===== config.mk =====
export PLATFORM = sky130hd
export DESIGN_NAME = ysyx_25040111_abt
export DESIGN_NICKNAME = d
export VERILOG_FILES = /design/src/rtl/ysyx_25040111_abt.sv
export SDC_FILE = /design/constraint.sdc
export NUM_CORES = 1
export LEC_CHECK = 0
export ABC_CLOCK_PERIOD_IN_PS = 4800
export CORE_MARGIN = 4
export CORE_UTILIZATION = 51
export CTS_CLUSTER_SIZE = 8
export DETAILED_ROUTE_END_ITERATION = 10
export HOLD_SLACK_MARGIN = 0.1
export PLACE_DENSITY = 0.89
export SYNTH_ARGS = -nofsm -noshare
export SYNTH_HDL_FRONTEND = slang
export SYNTH_SLANG_ARGS = --single-unit

===== constraint.sdc =====
create_clock -name clock -period 4.8 [get_ports clock]
set_input_delay 1.44 -clock clock [delete_from_list [all_inputs] [get_ports clock]]
set_output_delay 1.44 -clock clock [all_outputs]
set_load 0.02 [all_outputs]

===== src/rtl/ysyx_25040111_abt.sv =====
// ysyx_25040111_abt: load/store arbiter and writeback stage.
// Accepts one op at a time from execute, issues at most one bus access,
// then writes GPR/CSR results or reports a fault in a single WB cycle.
// Handshake: a request transfers on a rising clock edge where
// abt_valid & abt_ready; the bus request transfers where mem_valid & mem_ready,
// and mem_valid holds with a stable payload until that edge.
module ysyx_25040111_abt (
    input  logic        clock,
    input  logic        reset,
    // execute-side request
    input  logic        abt_valid,
    output logic        abt_ready,
    input  logic        abt_men,
    input  logic        abt_write,
    input  logic [31:0] abt_addr,
    input  logic [31:0] abt_wdata,
    input  logic [1:0]  abt_mask,
    input  logic        abt_rsign,
    input  logic [4:0]  abt_ard,
    input  logic [31:0] abt_rd,
    input  logic        abt_gen,
    input  logic [11:0] abt_acsr,
    input  logic [31:0] abt_csr,
    input  logic        abt_sen,
    input  logic [31:0] abt_pc,
    // completion
    output logic        abt_finish,
    output logic [4:0]  abt_frd,
    // memory bus
    output logic        mem_valid,
    input  logic        mem_ready,
    output logic [31:0] mem_addr,
    output logic        mem_wen,
    output logic [31:0] mem_wdata,
    output logic [3:0]  mem_wstrb,
    input  logic        mem_rvalid,
    input  logic [31:0] mem_rdata,
    input  logic        mem_rerr,
    // register file write ports
    output logic        gpr_wen,
    output logic [4:0]  gpr_waddr,
    output logic [31:0] gpr_wdata,
    output logic        csr_wen,
    output logic [11:0] csr_waddr,
    output logic [31:0] csr_wdata,
    // fault report
    output logic        lsu_err,
    output logic [3:0]  lsu_errtp,
    output logic [31:0] lsu_epc,
    // FSM state for observation
    output logic [1:0]  dbg_state
);

    typedef enum logic [1:0] {
        S_IDLE = 2'd0,
        S_REQ  = 2'd1,
        S_RESP = 2'd2,
        S_WB   = 2'd3
    } state_e;

    typedef struct packed {
        logic        men;
        logic        write;
        logic [31:0] addr;
        logic [31:0] wdata;
        logic [1:0]  mask;
        logic        rsign;
        logic [4:0]  ard;
        logic [31:0] rd;
        logic        gen;
        logic [11:0] acsr;
        logic [31:0] csr;
        logic        sen;
        logic [31:0] pc;
    } payload_t;

    state_e      state_q, state_d;
    payload_t    pl_q, pl_d;
    payload_t    in_pl, cur_pl;
    logic        ready_q, ready_d;
    logic        mem_valid_q, mem_valid_d;
    logic [31:0] mem_addr_q, mem_addr_d;
    logic        mem_wen_q, mem_wen_d;
    logic [31:0] mem_wdata_q, mem_wdata_d;
    logic [3:0]  mem_wstrb_q, mem_wstrb_d;
    logic        gpr_wen_q, gpr_wen_d;
    logic [4:0]  gpr_waddr_q, gpr_waddr_d;
    logic [31:0] gpr_wdata_q, gpr_wdata_d;
    logic        csr_wen_q, csr_wen_d;
    logic [11:0] csr_waddr_q, csr_waddr_d;
    logic [31:0] csr_wdata_q, csr_wdata_d;
    logic        finish_q, finish_d;
    logic [4:0]  frd_q, frd_d;
    logic        err_q, err_d;
    logic [3:0]  errtp_q, errtp_d;
    logic [31:0] epc_q, epc_d;

    logic        enter_wb;
    logic        cur_mis;
    logic        cur_rerr;
    logic        fault;
    logic        is_store;
    logic        is_load;
    logic [3:0]  strb;
    logic [31:0] shifted;
    logic [31:0] load_data;

    assign in_pl = '{men: abt_men, write: abt_write, addr: abt_addr,
                     wdata: abt_wdata, mask: abt_mask, rsign: abt_rsign,
                     ard: abt_ard, rd: abt_rd, gen: abt_gen, acsr: abt_acsr,
                     csr: abt_csr, sen: abt_sen, pc: abt_pc};

    // Operand view: live inputs while accepting in IDLE, latched payload afterwards.
    always_comb begin
        cur_pl    = (state_q == S_IDLE) ? in_pl : pl_q;
        cur_mis   = cur_pl.men &
                    (((cur_pl.mask == 2'b10) & cur_pl.addr[0]) |
                     ((cur_pl.mask == 2'b11) & (cur_pl.addr[1:0] != 2'b00)));
        cur_rerr  = (state_q == S_RESP) & mem_rerr;
        fault     = cur_mis | cur_rerr;
        is_store  = cur_pl.men & cur_pl.write;
        is_load   = cur_pl.men & ~cur_pl.write;
        case (cur_pl.mask)
            2'b10:   strb = 4'b0011 << {cur_pl.addr[1], 1'b0};
            2'b11:   strb = 4'b1111;
            default: strb = 4'b0001 << cur_pl.addr[1:0];
        endcase
        shifted = mem_rdata >> {cur_pl.addr[1:0], 3'b000};
        case (cur_pl.mask)
            2'b10:   load_data = {{16{cur_pl.rsign & shifted[15]}}, shifted[15:0]};
            2'b11:   load_data = shifted;
            default: load_data = {{24{cur_pl.rsign & shifted[7]}}, shifted[7:0]};
        endcase
    end

    // Next-state and next-output logic; pulse outputs default low, others hold.
    always_comb begin
        state_d     = state_q;
        pl_d        = pl_q;
        ready_d     = ready_q;
        mem_valid_d = mem_valid_q;
        mem_addr_d  = mem_addr_q;
        mem_wen_d   = mem_wen_q;
        mem_wdata_d = mem_wdata_q;
        mem_wstrb_d = mem_wstrb_q;
        gpr_wen_d   = 1'b0;
        gpr_waddr_d = gpr_waddr_q;
        gpr_wdata_d = gpr_wdata_q;
        csr_wen_d   = 1'b0;
        csr_waddr_d = csr_waddr_q;
        csr_wdata_d = csr_wdata_q;
        finish_d    = 1'b0;
        frd_d       = frd_q;
        err_d       = 1'b0;
        errtp_d     = errtp_q;
        epc_d       = epc_q;
        enter_wb    = 1'b0;
        case (state_q)
            S_IDLE: begin
                ready_d = 1'b1;
                if (abt_valid && ready_q) begin
                    pl_d    = in_pl;
                    ready_d = 1'b0;
                    if (!in_pl.men || cur_mis) begin
                        state_d  = S_WB;
                        enter_wb = 1'b1;
                    end else begin
                        state_d     = S_REQ;
                        mem_valid_d = 1'b1;
                        mem_addr_d  = {in_pl.addr[31:2], 2'b00};
                        mem_wen_d   = in_pl.write;
                        mem_wdata_d = in_pl.wdata << {in_pl.addr[1:0], 3'b000};
                        mem_wstrb_d = strb;
                    end
                end
            end
            S_REQ: begin
                if (mem_ready) begin
                    mem_valid_d = 1'b0;
                    state_d     = S_RESP;
                end
            end
            S_RESP: begin
                if (mem_rvalid) begin
                    state_d  = S_WB;
                    enter_wb = 1'b1;
                end
            end
            default: begin
                state_d = S_IDLE;
                ready_d = 1'b1;
            end
        endcase
        if (enter_wb) begin
            finish_d    = 1'b1;
            frd_d       = cur_pl.ard;
            gpr_wen_d   = cur_pl.gen & (cur_pl.ard != 5'd0) & ~is_store & ~fault;
            gpr_waddr_d = cur_pl.ard;
            gpr_wdata_d = is_load ? load_data : cur_pl.rd;
            csr_wen_d   = cur_pl.sen & ~fault;
            csr_waddr_d = cur_pl.acsr;
            csr_wdata_d = cur_pl.csr;
            err_d       = fault;
            if (fault) begin
                errtp_d = cur_mis ? (cur_pl.write ? 4'd6 : 4'd4)
                                  : (cur_pl.write ? 4'd7 : 4'd5);
                epc_d   = cur_pl.pc;
            end
        end
    end

    // State and output registers; reset aborts any transaction in flight.
    always_ff @(posedge clock) begin
        if (!reset) begin
            state_q     <= S_IDLE;
            pl_q        <= '0;
            ready_q     <= 1'b0;
            mem_valid_q <= 1'b0;
            mem_addr_q  <= '0;
            mem_wen_q   <= 1'b0;
            mem_wdata_q <= '0;
            mem_wstrb_q <= '0;
            gpr_wen_q   <= 1'b0;
            gpr_waddr_q <= '0;
            gpr_wdata_q <= '0;
            csr_wen_q   <= 1'b0;
            csr_waddr_q <= '0;
            csr_wdata_q <= '0;
            finish_q    <= 1'b0;
            frd_q       <= '0;
            err_q       <= 1'b0;
            errtp_q     <= '0;
            epc_q       <= '0;
        end else begin
            state_q     <= state_d;
            pl_q        <= pl_d;
            ready_q     <= ready_d;
            mem_valid_q <= mem_valid_d;
            mem_addr_q  <= mem_addr_d;
            mem_wen_q   <= mem_wen_d;
            mem_wdata_q <= mem_wdata_d;
            mem_wstrb_q <= mem_wstrb_d;
            gpr_wen_q   <= gpr_wen_d;
            gpr_waddr_q <= gpr_waddr_d;
            gpr_wdata_q <= gpr_wdata_d;
            csr_wen_q   <= csr_wen_d;
            csr_waddr_q <= csr_waddr_d;
            csr_wdata_q <= csr_wdata_d;
            finish_q    <= finish_d;
            frd_q       <= frd_d;
            err_q       <= err_d;
            errtp_q     <= errtp_d;
            epc_q       <= epc_d;
        end
    end

    assign abt_ready  = ready_q;
    assign abt_finish = finish_q;
    assign abt_frd    = frd_q;
    assign mem_valid  = mem_valid_q;
    assign mem_addr   = mem_addr_q;
    assign mem_wen    = mem_wen_q;
    assign mem_wdata  = mem_wdata_q;
    assign mem_wstrb  = mem_wstrb_q;
    assign gpr_wen    = gpr_wen_q;
    assign gpr_waddr  = gpr_waddr_q;
    assign gpr_wdata  = gpr_wdata_q;
    assign csr_wen    = csr_wen_q;
    assign csr_waddr  = csr_waddr_q;
    assign csr_wdata  = csr_wdata_q;
    assign lsu_err    = err_q;
    assign lsu_errtp  = errtp_q;
    assign lsu_epc    = epc_q;
    assign dbg_state  = state_q;

endmodule

Word-level counts from Yosys, hierarchy flattened
Cells that the tools add are included.
{"block": "totals", "ff_bits": 376, "inputBits": 222, "out_inout_bits": 199, "elab_cells": 97}
{"block": "classes", "n_eq_ne": 8, "n_shift": 4, "muxes": 23, "n_bitwise": 18, "reduce_logical": 14}
{"operator": "$mux 184", "n": 1}
{"operator": "$pmux 32 s2", "n": 1}
{"operator": "$mux 32", "n": 1}
{"operator": "$shl 32x5->32", "n": 1}
{"operator": "$shr 32x5->32", "n": 1}
{"operator": "$mux 2", "n": 7}
{"operator": "$and 1x1->1", "n": 12}
{"operator": "$mux 1", "n": 8}
{"operator": "$pmux 4 s2", "n": 1}
{"operator": "$eq 2x2->1 const B", "n": 3}
{"operator": "$ne 2x2->1 const B", "n": 3}
{"operator": "$pmux 1 s2", "n": 3}
{"operator": "$pmux 2 s3", "n": 1}
{"operator": "$reduce_and 2->1", "n": 3}
{"operator": "$reduce_and 3->1", "n": 2}
{"operator": "$reduce_bool 5->1", "n": 1}
{"operator": "$not 1->1", "n": 4}
{"operator": "$reduce_and 4->1", "n": 1}
{"operator": "$reduce_bool 2->1", "n": 2}
{"operator": "$shl 1x2->4 const A", "n": 1}
{"operator": "$shl 2x2->4 const A", "n": 1}
{"operator": "$eq 2x1->1 const B", "n": 1}
{"operator": "$logic_not 2->1", "n": 1}
{"operator": "$ne 2x1->1 const B", "n": 1}
{"operator": "other kinds (5)", "n": 6}

Longest topological paths before layout
{"block": "depth", "word_depth": 11, "depth_mapped": 12, "depth_no_buf": 9}

Worst setup path after synthesis
OpenSTA, ideal clock, no wires.
{"block": "synth_timing", "path_kind": "input -> register", "start": "in abt_addr[1]", "end": "reg gpr_wdata_q[10] (netlist: gpr_wdata[10])", "setup_time_ns": 0.140, "t_arrival_ns": 2.830, "t_required_ns": 4.660, "setup_slack_ns": 1.830, "cell_stages": 8, "path_buffers": 3, "cell_sequence": "buf_2 > nor2_1 > or4_4 > and2_1 > buf_4 > buf_2 > nand3_1 > o41ai_2"}
{"block": "synth_between", "elab_chain_cells": 9, "elab_cells_between_ends": 13, "cone_classes": "1 x shift; 6 x mux; 4 x bitwise; 2 x reduce/logical"}
{"item": "start: declaration", "line": "15", "rtl": "input logic [31:0] abt_addr,"}
{"item": "$mux 184 *", "line": "115", "rtl": "cur_pl = (state_q == S_IDLE) ? in_pl : pl_q;"}
{"item": "$reduce_bool 2->1", "line": "118", "rtl": "((cur_pl.mask == 2'b11) & (cur_pl.addr[1:0] != 2'b00)));"}
{"item": "$and 1x1->1", "line": "118"}
{"item": "$or 1x1->1", "line": "117", "rtl": "(((cur_pl.mask == 2'b10) & cur_pl.addr[0]) |"}
{"item": "$and 1x1->1", "line": "116", "rtl": "cur_mis = cur_pl.men &"}
{"item": "$logic_or 1x1->1", "line": "164", "rtl": "if (!in_pl.men || cur_mis) begin"}
{"item": "$mux 1", "line": "164"}
{"item": "$mux 1", "line": "161", "rtl": "if (abt_valid && ready_q) begin"}
{"item": "$pmux 1 s2", "line": "158", "rtl": "case (state_q)"}
{"item": "end signal: assignment", "line": "245", "rtl": "gpr_wdata_q <= gpr_wdata_d;"}
{"item": "end: declaration", "line": "88", "rtl": "logic [31:0] gpr_wdata_q, gpr_wdata_d;"}
Every way passes the cells marked *; elsewhere a longest branch is shown, timed or not.
A chain may end at the register's enable or synchronous reset.

Final worst setup path
{"block": "layout_timing", "start": "in abt_men", "end": "reg csr_wdata_q[5] (netlist: csr_wdata[5])"}
{"block": "layout_between", "elab_chain_cells": 6, "elab_cells_between_ends": 7, "cone_classes": "4 x mux; 1 x bitwise; 2 x reduce/logical"}
{"item": "start: declaration", "line": "13", "rtl": "input logic abt_men,"}
{"item": "$mux 184", "line": "115"}
{"item": "$and 1x1->1", "line": "116"}
{"item": "$logic_or 1x1->1 *", "line": "164"}
{"item": "$mux 1 *", "line": "164"}
{"item": "$mux 1 *", "line": "161"}
{"item": "$pmux 1 s2 *", "line": "158"}
{"item": "end signal: assignment", "line": "248", "rtl": "csr_wdata_q <= csr_wdata_d;"}
{"item": "end: declaration", "line": "91", "rtl": "logic [31:0] csr_wdata_q, csr_wdata_d;"}
Marked as above.

==> results.toml <==
[route]
drt-pass1-iter-count = 5
wl_met3_microns = 3930
wire_per_inst_microns = 19.7
ant_nets = 0
drc = 0
via_per_inst = 5.90
vias = 13800
dr_wl_met2_microns = 22600
drt_iter0_drc = 1220
highest_layer = "met4"
wl_met1_microns = 17500
routed_wl_microns = 46200

[global_route]
antenna_found_initial = 5
grt_pass1_wl_microns = 72200
grt_max_degree = 173
grt_usage_pct = 29.0
grt_pass1_vias = 13500
grt_overflow = 0

[worst_setup_path]
slowest_stage = "clkdlybuf4s50_1"
worstPathCellList = "clkdlybuf4s50_1 -> o211ai_2 -> or4_4 -> nand2_4 -> buf_4 -> nor2_1 -> a211oi_1"
cp_top_family = "buffers and inverters"
crit_type = "in2reg"
required_ns = 5.21
worst_path_largest_cell_delay_ns = 0.75
crit_path_start_kind = "input pin"
worst-path-buf-inv = 2
crit_arrival_ns = 4.08
critPathCaptureType = "flop"
cp_max_fo = 62

[layout]
finalNetCount = 2224
final_layout_size_suffix_gt1_share_pct = 7.00
seqCellArea_sq_mm = 0.00627
multiInputGateArea_sq_mm = 0.00689
postLayoutCellArea_sq_mm = 0.0192
area_delta_synth_final_pct = 38.6
fillers = 1976

[clock_network]
cts_buffers = 45
cts-root-buf = "clkbuf_16"
cts_resized = 0
clock_path_buffers = 3
cts_tree = "done"
clk-insertion-delay-late_ns = 0.52
htree_levels = 2
clkTransAtPathRegs_ns = 0.05
cts_setup_buffers = 0
hold_buffers = 0
cts.sinks = 313

[floorplan]
coreArea_sq_mm = 0.0269
num_io_pins = 421
chipHeight_microns = 173
die-area_sq_mm = 0.0299
fp-row-count = 60
chipWidth_microns = 173
floorplan.initialDensity_pct = 51.6

[timing]
worst_slew_margin_rel_pct = 25.9
max_freq_mhz = 272
rsz0062_at_grt = "no"
holdWs_ns = 0.449
setup_viol = 0
skew_ns = 0.0144
fin_crit_sh_pct = 76.5
final_hold_viol_count = 0
worst_slew_pin_slew_ns = 1.11
setup_tns_ns = 0
fin_crit_ns = 3.67
maxSlewViolCount = 0

[synth]
yosysWarnings = 0
yosysSeqAreaShare_pct = 45.2
synth_cells = 1657
synth_flop_cell = "dfxtp_1"
synthDistinctLibCells = 61
netlist_area_sq_mm = 0.0139
async_reset_ff_share_pct = 0
synth_edf_count = 0
synth_area_per_cell_sq_um = 8.37
synth_seq_cells = 313

[placement]
placed_area_sq_mm = 0.0181
routabilityCongestion = 0.914
dp_hpwl_microns = 31300
numPortBuffers = 417

[min_path]
min_path_type = "reg2reg"

[power]
p_per_area_mw_per_mm2 = 548
p_leak_nw = 7.15
ir_drop_v = 0.000357

[flow_run]
drv_cap = 0

[outcome]
run_status = "complete, no violations"
==> path summary, 6_finish.rpt <==
| kind | from | to | slack, ns | cells past startpoint |
|---|---|---|---|---|
| hold / removal | pl_q[93] | pl_q[93] | 0.45 | 2 |
| setup / recovery | abt_men | csr_wdata[5] | 1.13 | 7 |
| setup reg to reg | dbg_state[0] | csr_wdata[31] | 1.73 | 6 |
| hold reg to reg | pl_q[93] | pl_q[93] | 0.45 | 2 |
==> registers in the layout (all words and copies together), names as in the netlist <==
name        count
mem_addr       30
gpr_wdata      32
csr_waddr      12
abt_finish      1
mem_wdata      32
csr_wdata      32
abt_ready       1
pl_q          122
gpr_wen         1
lsu_errtp       3
lsu_err         1
mem_wstrb       4
mem_wen         1
lsu_epc        32
mem_valid       1
dbg_state       2
csr_wen         1
abt_frd         5
==> cell usage in the layout (no fill, tap or decap), drive strengths merged, types with 2 or more instances in the layout <==
master and count:
nand2 373, nand2b 4, o41ai 8, and2 2, o211ai 10, nor2 82
ha 4, o21a 4, nor3 13, clkdlybuf4s50 416, buf 34, conb 3
nor3b 3, inv 12, dfxtp 313, a31oi 24, mux2i 129, nand3 41
mux2 31, or4 3, o2111ai 5, nand3b 2, nor2b 11, o21ai 47
and3 11, a211oi 100, a21oi 225, a22oi 23, clkbuf 46, diode 5
==> metal layers <==
layer / GRT usage, % / up-vias
met5: 0 / -
met4: 13.6 / 0
met3: 7.30 / 142
met2: 49.5 / 686
met1: 34.3 / 6545
li1: - / 6470
==> tightest hold or removal path: stages, from the launching register on <==
cell	delay, ns
dfxtp_1	0.30
nand2_1	0.05
a21oi_1	0.05
==> power by group <==
group / switching, W / internal (W) / leakage, nW
clock: 0.00106 / 0.00164 / 0.569
sequential: 0.000266 / 0.00304 / 2.54
combinational: 0.00267 / 0.00186 / 4.04
total: 0.00400 / 0.00654 / 7.15
==> cells in the mapped netlist, types with 2 or more instances <==
master / count / area share (%)
a21oi_1: 225 / 8.1
nand2b_1: 4 / 0.18
o211ai_1: 9 / 0.49
o21ai_0: 46 / 1.7
clkbuf_1: 76 / 2.1
inv_2: 2 / 0.054
mux2_2: 31 / 2.5
and3_1: 11 / 0.50
nand3_1: 41 / 1.5
mux2i_1: 127 / 9.2
o41ai_2: 8 / 0.94
nand3b_1: 2 / 0.11
ha_1: 4 / 0.36
buf_2: 48 / 1.7
buf_4: 18 / 0.97
nor2_1: 82 / 2.2
nor3_1: 13 / 0.47
o21a_1: 3 / 0.16
o2111ai_1: 5 / 0.32
buf_6: 3 / 0.24
a211oi_1: 100 / 5.4
nand2_1: 371 / 10
nor2b_1: 11 / 0.50
or4_1: 2 / 0.11
a22oi_1: 22 / 1.2
and2_1: 2 / 0.090
nand2_2: 2 / 0.090
nor3b_1: 3 / 0.16
inv_1: 8 / 0.22
buf_1: 12 / 0.32
dfxtp_1: 313 / 45
a31oi_1: 24 / 1.1
==> layout make-up <==
cell class	instances	share of cell area [%]
Multi-Input combinational cell	1178	35.8
Timing Repair Buffer	450	23.0
Sequential cell	313	32.6
Clock buffer	46	5.88
Inverter	10	0.234
Clock inverter	3	0.137
Antenna cell	5	0.0651
Tap cell	341	2.22
==> through the flow <==
stage	setup WS, ns	cells	power, W	util, %
floorplan	1.83	1659	0.00640	-
global placement	0.763	2292	0.00770	67.2
detailed placement	0.678	2292	0.00781	67.2
CTS	1.15	2341	0.0106	71.5
global route	0.976	2346	0.0111	71.5
finish	1.13	2346	0.0105	71.5
==> kinds of logic after synthesis <==
| group | after synthesis | synth area share, % |
|---|---|---|
| mux | 160 | 11.9 |
| compound gates | 462 | 20.6 |
| buf+inv | 168 | 5.64 |
| fa+ha+maj | 4 | 0.361 |
| flops | 313 | 45.2 |
| other cells | 1 | 0.0270 |
| simple gates | 549 | 16.2 |
Note: power is estimated with default switching activity, not from simulation.
